## config.mk

```make
export PLATFORM = sky130hd
export DESIGN_NAME = dm_line_arbiter
export DESIGN_NICKNAME = d
export VERILOG_FILES = /design/src/rtl/dm_line_arbiter.sv
export SDC_FILE = /design/constraint.sdc
export NUM_CORES = 1
export LEC_CHECK = 0
export ABC_AREA = 1
export BUFFER_PORTS_ARGS = -buffer_cell sky130_fd_sc_hd__buf_2
export CAP_MARGIN = 10
export CORE_MARGIN = 1.5
export CORE_UTILIZATION = 41
export DETAILED_ROUTE_END_ITERATION = 10
export PLACE_DENSITY = 0.81
export SYNTH_ARGS = -nofsm -noshare
export SYNTH_HDL_FRONTEND = slang
export SYNTH_SLANG_ARGS = --single-unit
```

## constraint.sdc

```tcl
create_clock -name clk -period 1.28 [get_ports clk]
set_input_delay 0.128 -clock clk [delete_from_list [all_inputs] [get_ports clk]]
set_output_delay 0.128 -clock clk [all_outputs]
set_load 0.05 [all_outputs]
```

## src/rtl/dm_line_arbiter.sv

```systemverilog
// dm_line_arbiter: two-port arbiter and line burst sequencer for the
// single-ported 8K x 16 data memory shared by two D-cache controllers.
// Ports: clk, rst (sync, active-high)
//   req0/rw0/addr0/wdata0 -> ack0/rvld0/done0   (requester 0)
//   req1/rw1/addr1/wdata1 -> ack1/rvld1/done1   (requester 1)
//   rdata, beat                                 (shared, qualify by rvld)
//   dm_addr/dm_re/dm_we/dm_wdata -> DM, dm_rdata <- DM
// Build option: DM_ARB_FIXED_PRIO_EN selects fixed priority (port 0 wins)
// instead of round-robin.
module dm_line_arbiter #(
  parameter int AW         = 13,
  parameter int DW         = 16,
  parameter int LINE_WORDS = 4,
  localparam int LB        = $clog2(LINE_WORDS)
) (
  input  logic          clk,
  input  logic          rst,
  input  logic          req0,
  input  logic          rw0,
  input  logic [AW-1:0] addr0,
  input  logic [DW-1:0] wdata0,
  output logic          ack0,
  output logic          rvld0,
  output logic          done0,
  input  logic          req1,
  input  logic          rw1,
  input  logic [AW-1:0] addr1,
  input  logic [DW-1:0] wdata1,
  output logic          ack1,
  output logic          rvld1,
  output logic          done1,
  output logic [DW-1:0] rdata,
  output logic [LB-1:0] beat,
  output logic [AW-1:0] dm_addr,
  output logic          dm_re,
  output logic          dm_we,
  output logic [DW-1:0] dm_wdata,
  input  logic [DW-1:0] dm_rdata
);

  typedef enum logic [1:0] {
    IDLE,
    BURST,
    DRAIN
  } state_t;

  localparam logic [LB-1:0] LAST = LB'(LINE_WORDS - 1);

  state_t           state;
  logic             gnt;
  logic             op_wr;
  logic             rvld_q;
  logic [AW-LB-1:0] base;
  logic [LB-1:0]    beat_q;
  logic [DW-1:0]    rdata_q;

  logic pick;
  logic busy;
  logic last;
  logic done_any;

  // Word offset bits of the line address are don't-care.
  logic unused_addr_lsb;
  assign unused_addr_lsb = ^{addr0[LB-1:0], addr1[LB-1:0]};

`ifdef DM_ARB_FIXED_PRIO_EN
  // Port 0 always wins; port 1 can starve behind a port-0 stream.
  assign pick = ~req0;
`else
  logic rr_ptr;

  assign pick = (req0 & req1) ? rr_ptr : req1;

  // The port that just finished yields to the other one next time.
  always_ff @(posedge clk) begin
    if (rst) begin
      rr_ptr <= 1'b0;
    end else if (done_any) begin
      rr_ptr <= ~gnt;
    end
  end
`endif

  always_ff @(posedge clk) begin
    if (rst) begin
      state   <= IDLE;
      gnt     <= 1'b0;
      op_wr   <= 1'b0;
      base    <= '0;
      beat_q  <= '0;
      rdata_q <= '0;
      rvld_q  <= 1'b0;
    end else begin
      rvld_q <= 1'b0;
      unique case (state)
        IDLE: begin
          if (req0 | req1) begin
            gnt    <= pick;
            op_wr  <= pick ? rw1 : rw0;
            base   <= pick ? addr1[AW-1:LB] : addr0[AW-1:LB];
            beat_q <= '0;
            state  <= BURST;
          end
        end
        BURST: begin
          // Beat counter wraps inside the line.
          beat_q <= beat_q + 1'b1;
          if (!op_wr) begin
            // DM produced this word at the preceding negedge.
            rdata_q <= dm_rdata;
            rvld_q  <= 1'b1;
          end
          if (last) begin
            state <= op_wr ? IDLE : DRAIN;
          end
        end
        DRAIN: begin
          state <= IDLE;
        end
        default: begin
          state <= IDLE;
        end
      endcase
    end
  end

  assign busy     = (state == BURST);
  assign last     = (beat_q == LAST);
  assign done_any = (busy & op_wr & last) | (state == DRAIN);

  assign dm_re    = busy & ~op_wr;
  assign dm_we    = busy & op_wr;
  assign dm_addr  = busy ? {base, beat_q} : '0;
  assign dm_wdata = dm_we ? (gnt ? wdata1 : wdata0) : '0;

  assign ack0  = busy & ~gnt;
  assign ack1  = busy & gnt;
  assign rvld0 = rvld_q & ~gnt;
  assign rvld1 = rvld_q & gnt;
  assign done0 = done_any & ~gnt;
  assign done1 = done_any & gnt;

  assign rdata = rdata_q;
  assign beat  = beat_q;

endmodule

```

Word-level counts from Yosys, hierarchy flattened. Cells that the tools add are included. Widths: inputs -> output; s select.

Input port bits: 80. Output and inout port bits: 55. Register bits after elaboration: 35. Logic and storage cells: 49.

$add $sub $neg: 1. Mux-type cells: 13. Equality and inequality tests: 5. Bitwise gates (word level): 15. Reduce and logical (&&, ||, !) cells: 7.

Operator list (count): $mux 16 (2); $mux 13 (1); $mux 11 (1); $and 1x1->1 (10); $mux 2 (4); $pmux 2 s2 (2); $reduce_and 2->1 (4); $eq 2x2->1 const B (2); $mux 1 (3); $not 1->1 (3); $add 2x1->2 const B (1); $eq 2x1->1 const B (1); $logic_not 2->1 (1); $ne 2x1->1 const B (1); $ne 2x2->1 const B (1); $or 1x1->1 (2); $reduce_bool 2->1 (1); $reduce_or 2->1 (1).

Longest topological paths before layout. Gate-level depths: netlist (run 1).

Depth after elaboration: 5. Mapped depth: 8. Depth with buffers taken out: 7.

Least setup slack after synthesis (run 1). No wires, ideal clock.

Path type: register to register. Start: register beat_q[1], in the netlist beat[1]. End: register rr_ptr. Data required time: 1120 ps. Clock period less this slack: 2118 ps. Path slack: -838 ps. Setup time: 160 ps. Path buffers: 0. Arrival: 1958 ps. Cell stages (with the launch flop): 5. Cell sequence: dfxtp_1 -> ha_1 -> nand4_1 -> a21oi_1 -> nor2_1.

Cells in the longest elaborated chain, start to end: 3.

Ends and longest elaborated chain: start: declaration (line 54) `logic [LB-1:0] beat_q;`; start signal: assignment (line 107) `beat_q <= beat_q + 1'b1;`; $eq 2x2->1 (line 128) `assign last = (beat_q == LAST);`; $and 1x1->1 (line 129) `assign done_any = (busy & op_wr & last) | (state == DRAIN);`; $or 1x1->1 (line 129); end signal: assignment (line 79) `rr_ptr <= ~gnt;`; end: declaration (line 70) `logic rr_ptr;`.

Every way passes these cells. A chain may end at the register's enable or synchronous reset.

Final worst setup path (run 1).
Start: register state[1]. End: output dm_wdata[5].

Cells in the longest elaborated chain, start to end: 3.

Ends and longest elaborated chain: start: declaration (line 49) `state_t state;`; start signal: assignment (line 114) `state <= op_wr ? IDLE : DRAIN;`; $eq 2x1->1 (line 127) `assign busy = (state == BURST);`; $and 1x1->1 (line 132) `assign dm_we = busy & op_wr;`; $mux 16 (line 134) `assign dm_wdata = dm_we ? (gnt ? wdata1 : wdata0) : '0;`; end: declaration (line 37) `output logic [DW-1:0] dm_wdata,`.

Every way passes these cells.

==> results.ini, run 1 <==
[run_status]
status = finished with violations
violations = negative setup slack

[power_and_ir_drop]
ir_drop_mv = 0.998
power_density_mw_per_mm2 = 983
power_mw = 3.43
leakagePower_nw = 1.73

[worst_setup_path]
worstPathRequired_ns = 1.15
rr_worst_depth = 7
cp_slowest_cell = dfxtp_2
reg2reg_from = state[1]
path_max_fanout = 8
path_class = register to output pin
critical_path.cell_chain = inv_2 > nand2_4 > inv_4 > nand2_8 > buf_16 > a21oi_4 > buf_6
worstSetupEndpointType = output pin
max_stage_delay_ns = 0.33
arrival_ns = 1.35
r2r-end = op_wr
reg2reg_slack_ns = 0.05
start_kind = register

[clock_network]
cts_htree_levels = 2
numCtsBuffers = 5
clkSlewWorstSetupHoldPaths_ns = 0.08
cts_tree = yes
clock-sinks = 35
clockBufferDepth = 2
hold_buffers = 0
clock_latency_ns = 0.29
root_buffer = clkbuf_8

[grt]
met3_usage_pct = 5.27
grt_max_degree = 19
antenna_found_initial = 0
use_met1_pct = 27.4
grt_usage_pct = 25.0
grt_pass1_vias = 2428
grt_pass1_wl_mm = 10.2
grt-busiest-layer = met2
grt_overflow = 0
met2_usage_pct = 47.2

[placed_design]
numPortBuffers = 130
gp_congestion = 0.811
place_ws_ns = -0.0609
hpwl_mm = 4.17
dpl_cell_area_mm2 = 0.00294
dpl.cell_count = 477

[worst_hold_path]
min_from = dm_rdata[9]
hold_end = rdata[9]
holdPathStages = 3
hp-class = input port to register

[cells_and_area]
area_growth_pct = 86.5
antenna-diode-count = 0
postLayoutCellArea_mm2 = 0.00349
mostFrequentLayoutCells = 93 x buf_2, 65 x nand2_1, 37 x buf_6, 34 x inv_1
final_cells = 494
final_common_cell = buf_2
fin_util_pct = 79.7
fin_nets = 522
fillCellCount = 312
drive_gt1_share_pct = 50.5

[sta]
tns_ns = -5.43
finalCritPeriodShare_pct = 116
finalCriticalPeriod_ns = 1.48
hold_violations = 0
drv_slew = 0
worst_pin_slew_ns = 0.463
finalClockSkew_ns = 0.00789
setup_viol = 35
relSlewSlack_pct = 69.1
fin_ws_ns = -0.200
fmax_mhz = 676
rsz0062_at_grt = true
hold_slack_ns = 0.0614

[synthesis]
avgSynthCellArea_um2 = 6.39
netlist_area_mm2 = 0.00187
synth-seq-area-share_pct = 37.4
yosysTopAreaCell = dfxtp_1
synth-seq-cells = 35
synth_area_leaders = dfxtp_1 37%, nand2_1 13%, nor2_1 9.6%
netlist-cell-type-count = 22
synthCells = 293
syn_nets = 374
yosys_warnings = 0
synth_top_cell_area_share_pct = 37.4

[floorplan]
io_pins = 135
die_y_um = 70.6
initial_core_util_pct = 42.7
num_rows = 24
die_area_mm2 = 0.00498
core_mm2 = 0.00438
die-width_um = 70.6

[drt]
routedWlPerCell_um = 12.9
routed-via-count = 2430
vias_per_cell = 4.92
first_iter_violations = 57
ant_nets = 0
drc_errors = 0
wirelength_mm = 6.37
firstDrtPassIters = 4

[job]
cap_violations = 0

[state kept, by name (all words and copies together), names as in the netlist]
signal and cells:
op_wr 1, state 2, base 11, rvld_q 1, beat 2, rdata 16
rr_ptr 1, gnt 1
[worst max path at each step]
stage | from | endpoint | depth (start not counted)
final | state[1] | dm_wdata[5] | 7
after global routing | state[1] | dm_wdata[3] | 7
after CTS | state[1] | dm_wdata[5] | 7
after detailed placement | state[1] | dm_wdata[6] | 7
after global placement | state[1] | dm_wdata[14] | 7
after floorplan | beat[0] | rr_ptr | 4
[layer usage]
metal,part of all wire (%),vias to the layer above
met5,0,-
met4,2.4,0
met3,6.3,13
met2,52,98
met1,39,1107
li1,-,1212
[final cells by class]
| cell class | instances | area, um2 | share of cell area (%) |
|---|---|---|---|
| Inverter | 40 | 159 | 4.55 |
| Timing Repair Buffer | 157 | 1200 | 34.3 |
| Clock buffer | 5 | 68.8 | 1.97 |
| Clock inverter | 3 | 25.0 | 0.716 |
| Tap cell | 52 | 65.1 | 1.86 |
| Sequential cell | 35 | 716 | 20.5 |
| Multi-Input combinational cell | 202 | 1260 | 36.1 |
[power breakdown]
group / internal [mW] / total (mW) / switching, mW / leakage [nW]
sequential: 1.19 / 1.24 / 0.0521 / 0.292
combinational: 0.488 / 1.37 / 0.887 / 1.40
clock: 0.389 / 0.817 / 0.428 / 0.0443
total: 2.07 / 3.43 / 1.37 / 1.73
[Yosys cell counts]
library cell,count
a21oi_1,34
buf_1,1
buf_2,6
buf_4,1
buf_6,5
clkbuf_1,3
clkinv_1,1
dfxtp_1,35
ha_1,1
inv_1,35
inv_2,3
inv_4,1
nand2_1,66
nand2_2,1
nand2_4,2
nand3_1,27
nand4_1,1
nor2_1,48
nor2_2,3
nor2_8,1
nor4_1,1
o21ai_0,17
[worst max-delay path, delay by kind of cell (launching register included)]
kind / cells / cell delay [ns]
compound gates: 1 / 0.12
buf+inv: 4 / 0.49
flops: 1 / 0.33
simple gates: 2 / 0.14
[logic make-up after synthesis]
| group | Yosys count | share of synthesized area [%] |
|---|---|---|
| flops | 35 | 37.4 |
| compound gates | 51 | 13.6 |
| simple gates | 150 | 34.3 |
| buf+inv | 56 | 14.0 |
| fa+ha+maj | 1 | 0.668 |
[what timing repair did]
item / CTS / global route
pin swaps: 4 / 2
buffers inserted: 5 / 2
resized for setup: 97 / 16
setup endpoints to repair: 37 / 56
gates cloned: 2 / 0
Note: power is estimated with default switching activity, not from simulation.
==> run 2: changes to the inputs <==
Settings changed: CORE_ASPECT_RATIO set to 0.7, CORE_MARGIN 1.5 to not set, SLEW_MARGIN set to 30.
==> run 2 against run 1 <==
  * The flow still finishes with violations (negative setup slack)
  * Critical path depth grew 2
  * Via count grew 6.6%
  * Combinational power grew 13%
  * Non-clock buffer count grew 7
  * Wire length up 23%
  * Final cell count increased by 2.4%
  * Die area is 2.7% lower
  * Final area is 6.9% higher
  * Critical endpoint is now rdata[6]
  * Highest routed layer unchanged
==> results.ini, run 2 (synthesis gave the netlist of run 1 again) <==
[run_status]
status = finished with violations
violations = negative setup slack

[floorplan]
die-width_um = 82.8  ; +17%
die_y_um = 58.6  ; -17%
initial_core_util_pct = 43.0  ; +0.29 points
io_pins = 135  ; unchanged
num_rows = 20  ; -17%
core_mm2 = 0.00435  ; -0.68%
die_area_mm2 = 0.00485  ; -2.7%

[worst_setup_path]
path_max_fanout = 8  ; unchanged
start_kind = register
worstSetupEndpointType = register
cp_slowest_cell = dfxtp_2
max_stage_delay_ns = 0.35  ; +0.02 ns
critical_path.cell_chain = inv_2 > nand2_4 > buf_4 > buf_4 > nor2_8 > buf_6 > buf_6 > o21ai_1 > nor2_1
path_class = register to register
worstPathRequired_ns = 1.50  ; +0.35 ns
arrival_ns = 1.82  ; +0.47 ns

[clock_network]
cts_tree = yes
cts_htree_levels = 2  ; unchanged
numCtsBuffers = 5  ; unchanged
clkSlewWorstSetupHoldPaths_ns = 0.08  ; about the same
clockBufferDepth = 2  ; unchanged
root_buffer = clkbuf_8
hold_buffers = 0  ; unchanged
clock_latency_ns = 0.30  ; about the same
clock-sinks = 35  ; unchanged

[sta]
finalCriticalPeriod_ns = 1.60  ; +0.119 ns
relSlewSlack_pct = 65.4  ; -3.7 points
finalCritPeriodShare_pct = 125  ; +9.3 points
tns_ns = -12.94  ; -7.50 ns
drv_slew = 0  ; unchanged
fin_ws_ns = -0.319  ; -0.119 ns
rsz0062_at_grt = true
hold_violations = 0  ; unchanged
fmax_mhz = 625  ; -7.4%
worst_pin_slew_ns = 0.518  ; +0.0552 ns
finalClockSkew_ns = 0.00893  ; +0.00104 ns
setup_viol = 61  ; +74%

[cells_and_area]
final_common_cell = buf_2
antenna-diode-count = 0  ; unchanged
fin_util_pct = 85.8  ; +6.1 points
regArea_um2 = 712  ; -0.52%
area_growth_pct = 99.5
fillCellCount = 215  ; -31%
largest_register_ffs = 16  ; unchanged
postLayoutCellArea_mm2 = 0.00374  ; +6.9%
drive_gt1_share_pct = 53.0  ; +2.5 points
fin_nets = 531  ; +1.7%
multi_input_comb_area_mm2 = 0.00133  ; +5.6%
mostFrequentLayoutCells = 93 x buf_2, 66 x nand2_1, 33 x inv_1, 33 x buf_6, 30 x dfxtp_1

[power_and_ir_drop]
power_density_mw_per_mm2 = 1030  ; +5.0%
ir_drop_mv = 1.02  ; +2.1%
leakagePower_nw = 1.81  ; +4.4%

[drt]
firstDrtPassIters = 4  ; unchanged
routedWlPerCell_um = 15.5  ; +20%
vias_per_cell = 5.12  ; +4.1%
wirelength_mm = 7.84  ; +23%
drc_errors = 0  ; unchanged
routed-via-count = 2590  ; +6.6%
ant_nets = 0  ; unchanged
first_iter_violations = 118  ; +110%

[grt]
grt_usage_pct = 26.7  ; +1.7 points
grt_overflow = 0  ; unchanged
grt_pass1_vias = 2249  ; -7.4%
grt_max_degree = 19  ; unchanged
grt_pass1_wl_mm = 9.64  ; -5.7%
antenna_found_initial = 0  ; unchanged

[placed_design]
dpl_cell_area_mm2 = 0.00294  ; +0.13%
place_ws_ns = -0.0669  ; -0.00599 ns
numPortBuffers = 130  ; unchanged
hpwl_mm = 4.21  ; +1.1%
gp_congestion = 0.782  ; -3.6%

[worst_hold_path]
hp-class = input port to register

[job]
cap_violations = 0  ; unchanged

-- run 2: layout make-up --
cell class	count	area share [%]
clock buffer	6	2.21
clock inverter	2	0.938
inverter	40	4.82
multi-input combinational	202	35.6
sequential	35	19.1
tap	55	1.84
timing repair buffer	164	34.9
timing repair inverter	2	0.670
-- run 2: per-stage QoR --
stage               hold slack [ns]  instances  total power [mW]
floorplan                     0.256        293              2.12
global placement              0.348        480              2.41
detailed placement            0.360        480              2.43
CTS                          0.0580        498              3.63
global route                 0.0498        506              4.01
finish                       0.0435        506              3.86
-- run 2: worst max-delay path: cells and delay by family (launching register included) --
| family | cells | cell delay, ns |
|---|---|---|
| flip-flops | 1 | 0.35 |
| buffers and inverters | 5 | 0.66 |
| AND/OR/NAND/NOR | 3 | 0.42 |
| AO/OA/AOI/OAI | 1 | 0.09 |
-- run 2: per-layer routing --
layer | GRT usage (%) | share of wire (%) | up-vias
met5 | 0 | 0 | -
met1 | 29.7 | 39 | 1217
li1 | - | - | 1228
met3 | 8.37 | 7.8 | 16
met2 | 47.9 | 51 | 129
met4 | 9.11 | 2.2 | 0
-- run 2: report_power, final --
part / internal [mW] / switching [mW] / leakage (nW)
combinational: 0.566 / 0.987 / 1.46
sequential: 1.19 / 0.0595 / 0.292
clock: 0.630 / 0.422 / 0.0612
-- run 2: final timing paths --
check,end,slack (ns),startpoint,cells after the start
worst max-delay path,rdata[6],-0.32,state[1],9
worst min-delay path,rdata[15],0.04,dm_rdata[15],3
worst max register to register,rdata[6],-0.32,state[1],9
worst min register to register,rdata[0],0.51,rdata[0],2
-- run 2: repair_timing --
action,CTS,global route
resized for setup,101,55
endpoints found under the setup margin,37,65
pin swaps,3,9
hold endpoints to repair,0,0
setup buffers,10,5
cloned,2,3
